### config.mk
export PLATFORM = sky130hd
export DESIGN_NAME = hazard_scoreboard
export DESIGN_NICKNAME = d
export VERILOG_FILES = /design/src/rtl/hazard_scoreboard.sv
export SDC_FILE = /design/constraint.sdc
export NUM_CORES = 1
export LEC_CHECK = 0
export BUFFER_PORTS_ARGS = -buffer_cell sky130_fd_sc_hd__buf_2
export CORE_AREA = 2 2 83 145
export CTS_BUF_LIST = sky130_fd_sc_hd__clkbuf_16
export CTS_CLUSTER_DIAMETER = 80
export DETAILED_ROUTE_END_ITERATION = 8
export DIE_AREA = 0 0 85 147
export PLACE_DENSITY = 0.84
export SLEW_MARGIN = 20
export SYNTH_ARGS = -nofsm -noshare
export SYNTH_HDL_FRONTEND = slang
export SYNTH_SLANG_ARGS = --single-unit
### constraint.sdc
create_clock -name clk -period 6.02 [get_ports clk]
set_clock_uncertainty 0.1 [all_clocks]
set_input_delay 0.301 -clock clk [delete_from_list [all_inputs] [get_ports clk]]
set_output_delay 0.301 -clock clk [all_outputs]
set_load 0.03 [all_outputs]
### src/rtl/hazard_scoreboard.sv
// Register hazard scoreboard: one countdown per architectural register decides when an
// instruction in IF/ID must stall until its source operands can be forwarded.
module hazard_scoreboard #(
  parameter int unsigned NUM_REGS = 32,
  parameter int unsigned REG_W    = 5,
  parameter int unsigned LOAD_LAT = 1,
  parameter int unsigned BR_EXTRA = 1
) (
  input  logic                clk,
  input  logic                reset,
  input  logic [REG_W-1:0]    IF_ID_Rs,
  input  logic [REG_W-1:0]    IF_ID_Rt,
  input  logic                IF_ID_usesRt,
  input  logic                IF_ID_isBranch,
  input  logic                IF_ID_valid,
  input  logic                issueValid,
  input  logic [REG_W-1:0]    issueDest,
  input  logic                issueRegWrite,
  input  logic                issueIsLoad,
  output logic                holdPC,
  output logic                holdIF_ID,
  output logic                muxSelector,
  output logic [NUM_REGS-1:0] pendingMask,
  output logic [15:0]         stallCount
);

  localparam logic [2:0] LoadInit = 3'(LOAD_LAT + BR_EXTRA);
  localparam logic [2:0] AluInit  = 3'(BR_EXTRA);
  localparam logic [2:0] ExThresh = 3'(BR_EXTRA);

  logic [2:0]  entry_q [NUM_REGS];
  logic [2:0]  entry_d [NUM_REGS];
  logic [2:0]  rs_cnt;
  logic [2:0]  rt_cnt;
  logic        rs_hit;
  logic        rt_hit;
  logic        stall;
  logic        issue_fire;
  logic [15:0] stall_cnt_q;
  logic [15:0] stall_cnt_d;

  // Branches compare in ID and need the value one stage earlier than an EX consumer.
  always_comb begin
    rs_cnt = entry_q[IF_ID_Rs];
    rt_cnt = entry_q[IF_ID_Rt];
    if (IF_ID_isBranch) begin
      rs_hit = (rs_cnt != 3'd0);
      rt_hit = (rt_cnt != 3'd0);
    end else begin
      rs_hit = (rs_cnt > ExThresh);
      rt_hit = (rt_cnt > ExThresh);
    end
    stall      = IF_ID_valid && (rs_hit || (IF_ID_usesRt && rt_hit));
    issue_fire = issueValid && !stall;
  end

  assign holdPC      = stall;
  assign holdIF_ID   = stall;
  assign muxSelector = stall;

  // A fresh issue to a register overrides that register's decrement in the same cycle.
  always_comb begin
    for (int unsigned i = 0; i < NUM_REGS; i++) begin
      entry_d[i] = entry_q[i];
      if (i == 0) begin
        entry_d[i] = 3'd0;
      end else if (issue_fire && issueRegWrite && (issueDest == REG_W'(i))) begin
        entry_d[i] = issueIsLoad ? LoadInit : AluInit;
      end else if (entry_q[i] != 3'd0) begin
        entry_d[i] = entry_q[i] - 3'd1;
      end
    end
  end

  always_comb begin
    stall_cnt_d = stall_cnt_q;
    if (stall && (stall_cnt_q != 16'hFFFF)) begin
      stall_cnt_d = stall_cnt_q + 16'd1;
    end
  end

  always_ff @(posedge clk) begin
    if (reset) begin
      for (int unsigned i = 0; i < NUM_REGS; i++) begin
        entry_q[i] <= 3'd0;
      end
      stall_cnt_q <= 16'd0;
    end else begin
      for (int unsigned i = 0; i < NUM_REGS; i++) begin
        entry_q[i] <= entry_d[i];
      end
      stall_cnt_q <= stall_cnt_d;
    end
  end

  always_comb begin
    pendingMask = '0;
    for (int unsigned i = 0; i < NUM_REGS; i++) begin
      pendingMask[i] = (entry_q[i] != 3'd0);
    end
  end

  assign stallCount = stall_cnt_q;

endmodule

==> results of run 1 <==
==> cell type report <==
cell class                 count  area, µm²  share of cell area
multi-input combinational    632       4597              0.5805
tap                          135      168.9             0.02133
inverter                      68      255.2             0.03223
antenna                        1      2.502           0.0003160
sequential                   109       2182              0.2756
timing repair buffer          80      422.9             0.05341
clock buffer                   9      225.2             0.02844
clock inverter                 7      65.06            0.008216
==> final timing paths <==
kind	endpoint	from
setup reg to reg	entry_q[30][0]$_SDFFE_PP0P_	entry_q[7][2]$_SDFFE_PP0N_
hold / removal	stallCount[3]$_SDFFE_PP0P_	reset
setup / recovery	entry_q[30][0]$_SDFFE_PP0P_	IF_ID_Rs[1]
hold reg to reg	stallCount[15]$_SDFFE_PP0P_	stallCount[15]$_SDFFE_PP0P_
==> cell families after synthesis <==
group,synth area share
simple gates,0.2017
mux,0.1864
other cells,0.0005176
flops,0.3012
compound gates,0.1456
buf+inv,0.06701
fa+ha+maj,0.05527
xor+xnor,0.04232
==> flip-flops by register name, indices dropped and copies added, names as in the netlist <==
name        count
stallCount     16
entry_q        93
==> synth_stat cells (2+ instances only) <==
cell type,n
a2111oi_0,3
buf_6,3
nor2b_1,6
nand3_1,70
nand2_1,28
buf_4,5
dfxtp_1,109
mux2_2,35
mux2i_1,40
nor2_1,130
or3_1,3
mux2_1,2
a221oi_1,2
nand2b_1,6
nor3_1,15
o211ai_1,3
buf_2,10
o31ai_1,6
nand3b_1,3
nor3b_1,6
xor2_1,34
clkbuf_1,27
and3b_1,14
a21oi_1,32
o21ai_0,52
and3_1,3
mux4_2,23
or4_1,8
inv_1,67
a311oi_1,17
a211oi_1,5
nor4_1,2
ha_1,32
a21o_1,31
buf_1,2
==> stage by stage <==
stage               instance area, µm²  setup WS, ps    util  hold WS, ps  cells
floorplan                         7244          3057       -        372.7    856
global placement                  7611          1907  0.6685        385.7   1024
detailed placement                7616          1865  0.6689        392.3   1024
CTS                               7906          2199  0.6944        202.6   1040
global route                      7919          1993  0.6955        211.0   1041
finish                            7919          2156  0.6955        209.4   1041
==> per-layer routing <==
metal,vias up,routed length [µm]
li1,3132,-
met1,3147,6894
met2,314,9510
met3,71,1355
met4,0,854
met5,-,0
==> worst reg2reg max path, cell delays in order, from the launching register on <==
cell	delay, ps
dfxtp_1	360
o21ai_0	160
o21ai_0	100
mux4_2	500
a22oi_1	320
a32oi_2	170
nor2_4	770
inv_2	220
or4_4	630
mux2_4	310
==> power by group through the flow <==
stage          logic, mW  clock network (mW)  registers (mW)
2_1_floorplan       1.50                   0            1.08
3_3_place_gp        1.83                   0            1.14
3_5_place_dp        1.89                   0            1.15
4_1_cts             1.91               0.598            1.13
5_1_grt             2.11               0.631            1.16
6_report            1.91               0.594            1.14
==> summary.md, run 1 <==
| Metric | Value |
|---|---|
| WP depth | 10 |
| Post-synth ARST share | 0 |
| Most frequent cells in the layout | nor2_1 (129), dfxtp_1 (109), buf_2 (71) |
| Commonest non-fill, non-tap cell in the layout | nor2_1 |
| DRC violations left | 0 |
| Total setup buffers inserted after CTS | 0 |
| P&R area growth vs syn | 9.309% |
| VDD IR max | roughly 290 µV |
| Synth area leader | dfxtp_1 |
| Switching part of the total | 0.4493 |
| CTS tree | done |
| CP Class | primary input to register |
| CTS Buffer Depth | 2 |
| Worst Hold Class | primary input to register |
| I/O Pins | 74 |
| Critical Path AT | 4010 ps |
| Global-route wire length before repair | 29.35 mm |
| Antenna Nets Post-Route | 0 |
| Layout cells sized above 1 | 0.1823 |
| Cell area after synthesis | 7244 µm² |
| Crit-path max FO | 46 |
| Max Fclk | 258.8 MHz |
| CP Capture Type | register |
| Total congestion overflow | 0 |
| Synthesis Warnings | 0 |
| Routability cong. | 0.8763 |
| Slowest Stage Delay on Critical Path | 770 ps |
| Post-Syn Instances | roughly 860 |
| Total Nets Final | 955 |
| I/O Buffers | 72 |
| Slew Viols, Final | 0 |
| Lkg Pwr | 3.428 nW |
| Reg2reg path depth | 9 |
| Unrepaired setup endpoints after global routing | no |
| CP delay by family, top | simple AND/OR/NAND/NOR gates |
| Flop-to-flop setup slack | 2260 ps |
| Syn nets | 911 |
| Busiest layer in global routing | met2 |
| Mapped Avg Cell Area | 8.463 µm² |
| Top_reg_cell synth | dfxtp_1 |
| Detailed Route WL | between 15 and 20 mm |
| # clock sinks | 109 |
| Psw | 1.637 mW |
| H-tree depth | 3 |
| Die Height | 147 µm |
| Met1 Usage GRT | 0.3431 |
| Post-DP HPWL | 13.27 mm |
| Vias in the first global route | 6144 |
| Fin. Hold Viols | 0 |
| Comb pwr share | 0.524 |
| Worst slew margin | 0.2805 |
| Core area | 11390 µm² |
| Met3 Track Usage GR | 0.04382 |
| Final Cycle Share | 0.6418 |
| Largest net degree at the start of global routing | 93 |
| Clock group share of total power | 0.163 |
| Cell Rows | 52 |
| Setup violations, final | 0 |
| Initial Util | 0.6363 |
| Measured slew at the worst slew-check pin | 1077 ps |
| Hold path depth | 2 |
| Vias per cell | 6.402 |
| Routed vias | 6664 |
| Worst-Skew Late Latency | 350 ps |
| Internal | 2.007 mW |
| Met2 usage | 0.5055 |
| DR iter-0 viols | 507 |
| CTS hold repair buffers | 0 |
| Buf/Inv on CP | 2 |
| Netlist cell types | 57 |
| Area contributors post-synth | dfxtp_1 (30%), mux4_2 (7.2%), nor2_1 (6.7%), ha_1 (5.5%), mux2i_1 (5.5%) |
| Sequential Power Share | 0.313 |
| Initial DRT Pass Iterations | 5 |
| Synth top area share | 0.3012 |
| Slowest CP cell | nor2_4 |
| Die area | 12500 µm² |
| Crit-path cells | buf_2, mux4_2, mux2_2, nand2_1, a32o_1, a32oi_2, nor2_4, inv_2, or4_4, mux2_4 |
| Root Buffer | clkbuf_16 |
| Max-cap violations | 0 |
| WP data required | a little over 6000 ps |
| WL/cell | 17.88 µm |
| Final TNS setup | 0 ps |
| GRT Total Usage | 0.2927 |
| Die X | between 80 and 90 µm |
| Clock-pin slew on the worst setup and hold paths | 70 ps |
| Total Power | roughly 3.6 mW |
| Status | finished, final reports clean |
| Clock buffer count from CTS | 9 |
| Number of flops mapped to enable cells by yosys | 0 |
| Setup crit start kind | primary input |
| Sequential share of the synthesized area | 0.3012 |
| Post-cts sizing count | 0 |
| Antenna violations before repair | 1 |
| Fillers | 938 |
| Power Density | 460.1 nW/µm² |
| Min Tclk post-route | between 3000 and 4000 ps |
| #FFs+latches synth | ~110 |
Power figures use the tool's default switching activity.
==> run 2, diff against run 1 <==
--- a/config.mk
+++ b/config.mk
@@ -6,12 +6,12 @@
 export NUM_CORES = 1
 export LEC_CHECK = 0
 export BUFFER_PORTS_ARGS = -buffer_cell sky130_fd_sc_hd__buf_2
-export CORE_AREA = 2 2 83 145
+export CORE_AREA = 2 2 87 151
 export CTS_BUF_LIST = sky130_fd_sc_hd__clkbuf_16
 export CTS_CLUSTER_DIAMETER = 80
 export DETAILED_ROUTE_END_ITERATION = 8
-export DIE_AREA = 0 0 85 147
-export PLACE_DENSITY = 0.84
+export DIE_AREA = 0 0 89 153
+export PLACE_DENSITY = 0.78
 export SLEW_MARGIN = 20
 export SYNTH_ARGS = -nofsm -noshare
 export SYNTH_HDL_FRONTEND = slang
==> constraint.sdc (replaced) <==
create_clock -name clk -period 3.9 [get_ports clk]
set_clock_uncertainty 0.1 [all_clocks]
set_input_delay 0.195 -clock clk [delete_from_list [all_inputs] [get_ports clk]]
set_output_delay 0.195 -clock clk [all_outputs]
set_load 0.03 [all_outputs]
==> run 2 against run 1 <==
- global-route usage is 1.9 points lower
- via count is 3.3% lower
- sequential power grew 54%
- routed wire length decreased by 1.6%
- critical path type is now register to register
- die area up 9.0%
==> summary.md, run 2 (same netlist as run 1, synthesis figures left out) <==
| Metric | Value |
|---|---|
| Critical Path AT | roughly 3300 ps |
| Detailed Route WL | roughly 18 mm |
| CTS hold repair buffers | 0 |
| Routed vias | 6445 |
| Die Height | 153 µm |
| Worst Hold Class | primary input to register |
| Total setup buffers inserted after CTS | 0 |
| Max-cap violations | 0 |
| Worst-Skew Late Latency | 350 ps |
| Flop-to-flop setup slack | around 720 ps |
| Die area | 13620 µm² |
| Layout cells sized above 1 | 0.1817 |
| CP Capture Type | register |
| Core area | 12430 µm² |
| Most flop-heavy register | entry_q |
| Total congestion overflow | 0 |
| Slowest Stage Delay on Critical Path | 490 ps |
| Initial Util | 0.5827 |
| Lkg Pwr | 3.461 nW |
| H-tree depth | 3 |
| CP delay by family, top | compound AO/OA/AOI/OAI gates |
| WP data required | 4040 ps |
| WL/cell | around 17 µm |
| Antenna violations before repair | 0 |
| Crit path capture | stallCount[8]$_SDFFE_PP0P_ |
| P&R area growth vs syn | 10.45% |
| Power Density | 710.6 nW/µm² |
| Reg2reg path depth | 9 |
| Total Nets Final | 959 |
| Antenna Nets Post-Route | 0 |
| Cell Rows | 54 |
| Antenna cells | 0 |
| Buf/Inv on CP | 1 |
| # clock sinks | 109 |
| CTS Buffer Depth | 2 |
| DR iter-0 viols | about 460 |
| Setup crit start kind | register |
| Final Cycle Share | 0.8143 |
| Crit-path max FO | 48 |
| Fin. Hold Viols | 0 |
| Max Fclk | about 310 MHz |
| DRC violations left | 0 |
| VDD IR max | approximately 380 µV |
| Initial DRT Pass Iterations | 5 |
| Reg-to-reg endpoint | stallCount[8]$_SDFFE_PP0P_ |
| Routability cong. | just over 0.9 |
| Post-cts sizing count | 0 |
| Commonest non-fill, non-tap cell in the layout | nor2_1 |
| Final setup margin | 724.4 ps |
| Slowest CP cell | a2111oi_0 |
| CTS tree | done |
| Pre-CTS WS | 556.0 ps |
| Setup violations, final | 0 |
| Root Buffer | clkbuf_16 |
| Clock-pin slew on the worst setup and hold paths | 70 ps |
| Clock buffer count from CTS | 9 |
| Most frequent cells in the layout | nor2_1 (129), dfxtp_1 (109), buf_2 (71) |
| Status | finished, final reports clean |
| Largest net degree at the start of global routing | 66 |
| Design area | 8001 µm² |
| I/O Pins | 74 |
| Die X | between 80 and 90 µm |
| Unrepaired setup endpoints after global routing | no |
| Min Tclk post-route | 3176 ps |
| Worst R2R Start | entry_q[15][2]$_SDFFE_PP0N_ |
| GRT Total Usage | 0.2740 |
| I/O Buffers | ~70 |
| Slew Viols, Final | 0 |
| Post-Place Cell Area | 7695 µm² |
| Worst slew margin | 0.2823 |
| Vias in the first global route | around 6300 |
| CP Class | register to register |
| Crit-path cells | nor2_1, mux4_2, a2111oi_0, o21ai_0, a32oi_2, nor2_4, buf_12, nor4b_1, mux2_2 |
| Post-DP HPWL | 13.40 mm |
| Vias per cell | 5.990 |
| WP depth | 9 |
| Final Util | 0.6436 |
| Max FFs per register | 93 |
| Final TNS setup | 0 ps |
| Launch point of the worst path | entry_q[15][2]$_SDFFE_PP0N_ |
| Global-route wire length before repair | 29.75 mm |
| Measured slew at the worst slew-check pin | 1068 ps |
run 2: how the worst min path moves through the flow:
stage                                 from                           to  slack, ps  cells past startpoint
6_report                             reset   stallCount[2]$_SDFFE_PP0P_        200                      2
5_1_grt                              reset   stallCount[4]$_SDFFE_PP0P_        240                      2
4_1_cts                              reset   stallCount[2]$_SDFFE_PP0P_        200                      2
3_5_place_dp   stallCount[15]$_SDFFE_PP0P_  stallCount[15]$_SDFFE_PP0P_        380                      2
3_3_place_gp    stallCount[9]$_SDFFE_PP0P_   stallCount[9]$_SDFFE_PP0P_        380                      2
2_1_floorplan                        reset   stallCount[0]$_SDFFE_PP0P_        270                      2
run 2: where the power goes:
group / total (mW) / switching (mW) / internal (mW)
combinational: 2.96 / 1.76 / 1.21
clock: 0.968 / 0.412 / 0.555
sequential: 1.75 / 0.346 / 1.41
run 2: per-layer routing:
layer	global-route usage	share of wire	wire, µm
met2	0.4794	0.51	9434
met3	0.04104	0.058	1056
met1	0.3304	0.40	7326
met4	0.1023	0.028	504
met5	0	0	0
run 2: stage by stage:
| stage | instances | hold slack [ps] | power, mW |
|---|---|---|---|
| after detailed placement | 1061 | 384.9 | 4.705 |
| final | 1076 | 196.2 | 5.686 |
| after global routing | 1076 | 236.7 | 6.113 |
| after global placement | 1061 | 379.3 | 4.615 |
| after floorplan | 856 | 266.7 | 3.990 |
| after CTS | 1076 | 197.7 | 5.684 |
run 2: cell type report:
type | instances | area, µm²
timing repair buffer | 84 | 465.4
clock buffer | 9 | 225.2
sequential | 109 | 2182
inverter | 68 | 255.2
clock inverter | 6 | 81.33
fill | 1120 | 4431
tap | 168 | 210.2
multi-input combinational | 632 | 4582
==> run 3, diff against run 2 <==
--- a/config.mk
+++ b/config.mk
@@ -6,12 +6,12 @@
 export NUM_CORES = 1
 export LEC_CHECK = 0
 export BUFFER_PORTS_ARGS = -buffer_cell sky130_fd_sc_hd__buf_2
-export CORE_AREA = 2 2 87 151
+export CORE_AREA = 2 2 91 159
 export CTS_BUF_LIST = sky130_fd_sc_hd__clkbuf_16
 export CTS_CLUSTER_DIAMETER = 80
 export DETAILED_ROUTE_END_ITERATION = 8
-export DIE_AREA = 0 0 89 153
-export PLACE_DENSITY = 0.78
+export DIE_AREA = 0 0 93 161
+export PLACE_DENSITY = 0.75
 export SLEW_MARGIN = 20
 export SYNTH_ARGS = -nofsm -noshare
 export SYNTH_HDL_FRONTEND = slang
==> constraint.sdc (replaced) <==
create_clock -name clk -period 2.82 [get_ports clk]
set_clock_uncertainty 0.1 [all_clocks]
set_input_delay 0.141 -clock clk [delete_from_list [all_inputs] [get_ports clk]]
set_output_delay 0.141 -clock clk [all_outputs]
set_load 0.03 [all_outputs]
==> run 3 against run 2 <==
- cell area increased by 14%
- non-clock buffer count increased by 117
- clock power increased by 39%
- highest routed layer unchanged
==> summary.md, run 3 (same netlist as run 1, synthesis figures left out) <==
| Metric | Value |
|---|---|
| Status | finished, final reports clean |
| H-tree depth | 3 |
| GRT Total Usage | 0.2803 |
| Max-cap violations | 0 |
| Routability cong. | 0.8760 |
| Largest net degree at the start of global routing | 50 |
| Clock buffer count from CTS | 9 |
| Final Non-Filler Cells | 1202 |
| Post-Place Cell Area | between 8000 and 9000 µm² |
| Max FFs per register | 93 |
| CP Capture Type | register |
| Antenna cells | 0 |
| # clock sinks | 109 |
| Measured slew at the worst slew-check pin | ~950 ps |
| Power Density | about 940 nW/µm² |
| CTS hold repair buffers | 0 |
| Fillers | 1130 |
| Worst-Skew Late Latency | 360 ps |
| Die X | 93 µm |
| Final Cycle Share | 0.9906 |
| CP Class | register to register |
| Initial DRT Pass Iterations | 5 |
| CTS Buffer Depth | 2 |
| Total Nets Final | 1076 |
| Buf/Inv on CP | 1 |
| Slowest CP cell | or4_1 |
| Antenna violations before repair | 0 |
| Design area | ~9100 µm² |
| Die Height | approximately 160 µm |
| Clock-pin slew on the worst setup and hold paths | 70 ps |
| Fin. Hold Viols | 0 |
| Setup crit start kind | register |
| Placed cells | 1187 |
| Initial Util | 0.5291 |
| Total congestion overflow | 0 |
| Vias per cell | 5.918 |
| Most flop-heavy register | entry_q |
| Worst slew margin | 0.3653 |
| VDD IR max | 558.4 µV |
| Detailed Route WL | between 20 and 25 mm |
| CTS tree | done |
| Worst Hold Class | primary input to register |
| Cell Rows | 57 |
| Slowest Stage Delay on Critical Path | ~520 ps |
| Core area | between 10000 and 15000 µm² |
| Setup violations, final | 0 |
| Layout cells sized above 1 | 0.3063 |
| Routed vias | 7113 |
| Final Util | 0.6635 |
| Crit-path max FO | 19 |
| Critical Path AT | 2990 ps |
| Unrepaired setup endpoints after global routing | yes |
| WP data required | 3010 ps |
| Post-DP HPWL | 15.23 mm |
| Global-route wire length before repair | 33.15 mm |
| Die area | roughly 15000 µm² |
| Slew Viols, Final | 0 |
| Crit-path cells | nor2_1, mux4_2, mux2_4, a32o_1, a32oi_2, nor2_4, buf_12, or4_1, a21oi_2 |
| Lkg Pwr | 4.078 nW |
| Min Tclk post-route | 2793 ps |
| Antenna Nets Post-Route | 0 |
| Root Buffer | clkbuf_16 |
| DR iter-0 viols | roughly 480 |
| DRC violations left | 0 |
| Most frequent cells in the layout | nor2_1 (129), buf_4 (126), dfxtp_1 (95) |
| Commonest non-fill, non-tap cell in the layout | nor2_1 |
| Max Fclk | 358.0 MHz |
| WL/cell | 17.34 µm |
| I/O Buffers | 72 |
| Vias in the first global route | 6991 |
| I/O Pins | 74 |
| P&R area growth vs syn | 25.41% |
| CP delay by family, top | multiplexers |
| Flop-to-flop setup slack | between 20 and 30 ps |
-- run 3: path summary, 6_finish.rpt --
check	start	to	cells after the start
max reg2reg	entry_q[29][1]$_SDFFE_PP0P_	stallCount[5]$_SDFFE_PP0P_	9
min reg2reg	stallCount[15]$_SDFFE_PP0P_	stallCount[15]$_SDFFE_PP0P_	2
max	entry_q[29][1]$_SDFFE_PP0P_	stallCount[5]$_SDFFE_PP0P_	9
min	reset	stallCount[13]$_SDFFE_PP0P_	2
-- run 3: metal layers --
layer  GRT usage  share of wire
met5           0              0
met4      0.1678          0.056
met3     0.05084          0.065
met2      0.4911           0.51
met1      0.3107           0.37
-- run 3: timing repair --
item | in CTS | in global routing
gates resized for setup | 19 | 30
buffers inserted | 1 | 0
setup endpoints to repair | 69 | 85
endpoints found under the hold margin | 0 | 0
pin swaps | 7 | 8
-- run 3: stage by stage --
step                      hold WS (ps)  worst slack, ps  TNS, ps  power (mW)
after floorplan                  212.7            17.00        0       5.518
after global placement           383.9           -206.6    -3120       6.889
after detailed placement         388.5           -280.7    -6790       7.013
after CTS                        51.28            5.369        0       8.446
after global routing             64.39           -46.16   -172.6       9.104
final                            60.94            26.55        0       8.525
-- run 3: final cells by class --
| class | instances | area, µm² | share of cell area |
|---|---|---|---|
| multi-input cells | 632 | 4716 | 0.5191 |
| flip-flops and latches | 109 | 2200 | 0.2421 |
| repair buffers | 201 | 1386 | 0.1526 |
| inverters | 68 | 255.2 | 0.02810 |
| clock buffers | 9 | 225.2 | 0.02479 |
| well taps | 177 | 221.5 | 0.02438 |
| clock inverters | 6 | 81.33 | 0.008952 |
-- run 3: power breakdown --
group,internal [mW],switching (mW),total (mW)
Combinational,2.09,2.82,4.92
Clock,0.768,0.582,1.35
Sequential,1.96,0.299,2.26
